--- src/rtl/alu_sequencer.sv ---
// Instruction sequencer in front of an 8-bit combinational ALU: a 4x8 register file,
// registered ALU operands and select, ALU result/flags sampled and then written back.
module alu_sequencer (
  input  logic        clk,
  input  logic        reset,
  input  logic        cmd_valid,
  output logic        cmd_ready,
  input  logic [15:0] cmd_instr,
  output logic        done,
  output logic [7:0]  alu_a,
  output logic [7:0]  alu_b,
  output logic [2:0]  alu_sel,
  input  logic [7:0]  alu_out,
  input  logic        alu_carry,
  input  logic        alu_zero,
  input  logic        alu_neg,
  input  logic        alu_over,
  output logic [3:0]  flags,
  input  logic [1:0]  rd_addr,
  output logic [7:0]  rd_data
);

  typedef enum logic [1:0] {IDLE, ISSUE, CAPT, WB} state_t;

  state_t          state, state_nx;
  logic [3:0][7:0] regs;
  logic [7:0]      result_q;
  logic [3:0]      flag_q;
  logic [1:0]      rd_q;
  logic            ldi_q;
  logic            accept;

  wire       i_ldi = cmd_instr[15];
  wire [2:0] i_op  = cmd_instr[14:12];
  wire [1:0] i_rd  = cmd_instr[11:10];
  wire [1:0] i_ra  = cmd_instr[9:8];
  wire [1:0] i_rb  = cmd_instr[7:6];
  wire [7:0] i_imm = cmd_instr[7:0];

  assign cmd_ready = (state == IDLE) && !reset;
  assign accept    = cmd_valid && cmd_ready;
  assign rd_data   = regs[rd_addr];

  always_ff @(posedge clk) begin
    if (reset) state <= IDLE;
    else       state <= state_nx;
  end

  always_comb begin
    state_nx = state;
    case (state)
      IDLE:    if (accept) state_nx = i_ldi ? WB : ISSUE;
      ISSUE:   state_nx = CAPT;
      CAPT:    state_nx = WB;
      WB:      state_nx = IDLE;
      default: state_nx = IDLE;
    endcase
  end

  always_ff @(posedge clk) begin
    if (reset) begin
      regs     <= '0;
      alu_a    <= 8'h00;
      alu_b    <= 8'h00;
      alu_sel  <= 3'b111;
      flags    <= 4'b0000;
      done     <= 1'b0;
      result_q <= 8'h00;
      flag_q   <= 4'b0000;
      rd_q     <= 2'd0;
      ldi_q    <= 1'b0;
    end else begin
      done <= 1'b0;
      case (state)
        IDLE: if (accept) begin
          rd_q  <= i_rd;
          ldi_q <= i_ldi;
          if (i_ldi) begin
            result_q <= i_imm;
          end else begin
            // operands read at issue, so rd aliasing ra/rb is harmless
            alu_a   <= regs[i_ra];
            alu_b   <= regs[i_rb];
            alu_sel <= i_op;
          end
        end
        CAPT: begin
          result_q <= alu_out;
          flag_q   <= {alu_carry, alu_zero, alu_neg, alu_over};
        end
        WB: begin
          regs[rd_q] <= result_q;
          if (!ldi_q) flags <= flag_q;
          done <= 1'b1;
        end
        default: ;
      endcase
    end
  end

endmodule

--- config.mk ---
export PLATFORM = sky130hd
export DESIGN_NAME = alu_sequencer
export DESIGN_NICKNAME = d
export VERILOG_FILES = /design/src/rtl/alu_sequencer.sv
export SDC_FILE = /design/constraint.sdc
export NUM_CORES = 1
export LEC_CHECK = 0
export ABC_AREA = 0
export CAP_MARGIN = 30
export CORE_MARGIN = 3
export CORE_UTILIZATION = 55
export DETAILED_ROUTE_END_ITERATION = 6
export PLACE_DENSITY = 0.88
export RECOVER_POWER = 100
export SYNTH_ARGS = -nofsm -noshare
export SYNTH_HDL_FRONTEND = slang
export SYNTH_SLANG_ARGS = --single-unit
--- constraint.sdc ---
create_clock -name clk -period 2.6 [get_ports clk]
set_clock_uncertainty 0.05 [all_clocks]
set_input_delay 0.78 -clock clk [delete_from_list [all_inputs] [get_ports clk]]
set_output_delay 0.78 -clock clk [all_outputs]
set_load 0.005 [all_outputs]
==> results of run 1 <==
==> registers in the layout (all words and copies together), names as in the netlist <==
| name | cells |
|---|---|
| done | 1 |
| alu_sel | 3 |
| alu_b | 8 |
| rd_q | 2 |
| flags | 4 |
| result_q | 8 |
| flag_q | 4 |
| regs | 32 |
| state | 2 |
| ldi_q | 1 |
| alu_a | 8 |
==> logic make-up (layout without fill, tap and decap cells) <==
family                   count (synthesis)  in the layout  synth area share
multiplexers                            73             73             0.311
AND/OR/NAND/NOR                         81             81             0.111
adder cells (fa/ha/maj)                  3              3            0.0113
AO/OA/AOI/OAI                           29             29            0.0815
flip-flops                              73             73             0.441
buffers and inverters                   28            106            0.0445
==> worst max-delay path by stage <==
stage          startpoint          to  slack (ns)  cells after the start
2_1_floorplan  rd_addr[1]  rd_data[0]        0.26                      2
3_3_place_gp   rd_addr[1]  rd_data[1]       -0.64                      4
3_5_place_dp   rd_addr[1]  rd_data[1]       -0.64                      4
4_1_cts        rd_addr[0]  rd_data[3]        0.02                      5
5_1_grt        rd_addr[0]  rd_data[7]        0.03                      4
6_report       rd_addr[0]  rd_data[7]        0.03                      4
==> final cells by class <==
| class | instances | area, um^2 |
|---|---|---|
| clock inverters | 4 | 98.8 |
| well taps | 72 | 90.1 |
| clock buffers | 12 | 155 |
| multi-input cells | 186 | 1690 |
| flip-flops and latches | 73 | 1460 |
| fillers | 373 | 1400 |
| inverters | 2 | 7.51 |
| repair buffers | 88 | 778 |
==> worst max-delay path, cell delays in order <==
cell and delay [ns]:
clkdlybuf4s15_2 0.20, buf_4 0.13, mux4_2 0.49, clkbuf_1 0.13
==> where the power goes <==
part	switching (mW)	internal [mW]
combinational	0.326	0.309
sequential	0.106	1.22
clock	0.414	0.692
total	0.845	2.22
==> cells in the final DEF, fill, tap and decap left out, types with 2 or more instances in the layout <==
cell and instances:
mux2i_1 49, dfxtp_1 73, clkbuf_1 9, inv_1 2
buf_2 6, a22o_1 16, clkdlybuf4s50_1 26, nor2b_1 4
nor3_1 8, nor2_1 45, a211oi_2 4, bufinv_16 3
nand3b_1 6, buf_4 14, dlygate4sd3_1 28, a21oi_1 3
mux4_2 24, nand3_1 4, buf_12 2, ha_1 3
clkbuf_8 11, nand2_1 10, clkbuf_2 2, a211oi_1 6
==> routing by layer <==
metal / vias to the layer above / routed length (um)
met5: - / 0
met4: 0 / 221
met1: 1297 / 3450
li1: 1199 / -
met3: 20 / 583
met2: 129 / 4150
==> cells in the mapped netlist <==
cell and n:
a211oi_2 8, mux2i_1 49, and3b_1 1, clkbuf_1 9, ha_1 3, and4b_1 1
nor3_1 8, nand3b_1 6, mux4_2 24, a22o_1 16, nor2b_1 4, a211oi_1 2
buf_2 10, inv_1 2, nand2_1 10, nor3b_1 1, buf_4 4, or2_1 1
nand3_1 4, nor2_1 45, a21oi_1 3, buf_1 1, buf_6 2, dfxtp_1 73
==> what timing repair did <==
| action | CTS | global route |
|---|---|---|
| endpoints found under the setup margin | 8 | 1 |
| hold buffers | 0 | 0 |
| gates resized for setup | 38 | 1 |
==> through the flow <==
| step | hold slack, ns | area, um^2 | setup WS (ns) | power [mW] |
|---|---|---|---|---|
| 3_5_place_dp | 0.411 | 4110 | -0.642 | 2.01 |
| 2_1_floorplan | 0.387 | 3320 | 0.262 | 1.80 |
| 5_1_grt | 0.448 | 4280 | 0.0266 | 3.20 |
| 3_3_place_gp | 0.396 | 4100 | -0.636 | 1.97 |
| 4_1_cts | 0.421 | 4330 | 0.0151 | 3.11 |
| 6_report | 0.417 | 4280 | 0.0342 | 3.06 |
==> flow_metrics.env, run 1 <==
export IMPL_status="completed"
export IMPL_syn_to_final_growth_pct=29.0
export IMPL_drv_cap=0
export IMPL_setup_viol=0
export IMPL_drc=0
export IMPL_clock_sinks=73
export IMPL_reg2regPathDepth=7
export IMPL_synth_seq_cells=73
export IMPL_leakagePower_nw=1.84
export IMPL_cts_htree_levels=3
export IMPL_ant_nets=0
export IMPL_dpl_hpwl_mm=5.71
export IMPL_clock_latency_ns=0.34
export IMPL_first_global_vias=2690
export IMPL_use_met3=0.0523
export IMPL_start_kind="input port"
export IMPL_final_cell_count_no_fill=437
export IMPL_synth_cells=287
export IMPL_max_slew_worst_pin_slew_ns=0.905
export IMPL_yosysUniqueCellTypes=24
export IMPL_dp_cells=421
export IMPL_syn_area_um2=3320
export IMPL_grt_max_degree=37
export IMPL_numCtsBuffers=9
export IMPL_final_nets=396
export IMPL_yosys_warnings=0
export IMPL_io_buffers=65
export IMPL_initial_core_util=0.584
export IMPL_placementRows=27
export IMPL_relSlewSlack=0.397
export IMPL_cp_arrival_ns=1.74
export IMPL_n_antenna_cell=0
export IMPL_timing_rr_start="state[0]"
export IMPL_end_kind="output port"
export IMPL_cts_buffer_depth=2
export IMPL_num_vias=2645
export IMPL_hold_end="ldi_q"
export IMPL_period_needed_ns=2.57
export IMPL_dieArea_um2=7000
export IMPL_via_per_inst=6.05
export IMPL_worst_setup_path_type="input port to output port"
export IMPL_setup_tns_ns=0
export IMPL_antenna_found_initial=0
export IMPL_drive_gt1_frac=0.189
export IMPL_cts_tree="built"
export IMPL_drv_slew=0
export IMPL_cts_root_buffer="clkbuf_8"
export IMPL_final_util=0.754
export IMPL_cp_required_ns=1.77
export IMPL_synth_area_leaders="dfxtp_1, mux4_2, mux2i_1"
export IMPL_firstDrtPassIters=5
export IMPL_busiest_layer="met2"
export IMPL_syn_avg_cell_area_um2=11.6
export IMPL_hold_depth=2
export IMPL_fp_dieH_um=83.7
export IMPL_fmax_ghz=0.390
export IMPL_yosysTopAreaCellShare=0.441
export IMPL_yosysTopAreaCell="dfxtp_1"
export IMPL_use_met1=0.315
export IMPL_synth_seq_area_share=0.441
export IMPL_clk_pin_slew_worst_paths_ns=0.07
export IMPL_pin_count=66
export IMPL_grt_pass1_wl_mm=13.9
export IMPL_grtUsageMet2=0.415
export IMPL_hold_violations=0
export IMPL_hold_path_startpoint="ldi_q"
export IMPL_place_gp_congestion=0.854
export IMPL_vdd_drop_max_mv=0.477
export IMPL_path_max_fanout=2
export IMPL_wl_mm=8.40
export IMPL_wl_per_cell_um=19.2
export IMPL_track_usage=0.252
export IMPL_cts_setup_buffers=0
export IMPL_grt_ovfl_total=0
export IMPL_rrSetupSlack_ns=0.35
export IMPL_min_path_type="flip-flop to flip-flop"
export IMPL_syn_nets=323
export IMPL_rsz0062_at_grt="false"
export IMPL_drt_iter0_markers=251
export IMPL_die_w_um=83.7
export IMPL_power_density_nw_per_um2=716
export IMPL_core_area_um2=5680
export IMPL_period_share=0.987
export IMPL_r2r_end="alu_a[2]"
Note: power is estimated with default switching activity, not from simulation.
==> run 2: changes to the inputs <==
Settings changed: ABC_AREA 0 to not set.
==> results of run 2 <==
Same layout as run 1: the final DEF is identical, and so are final timing and power.
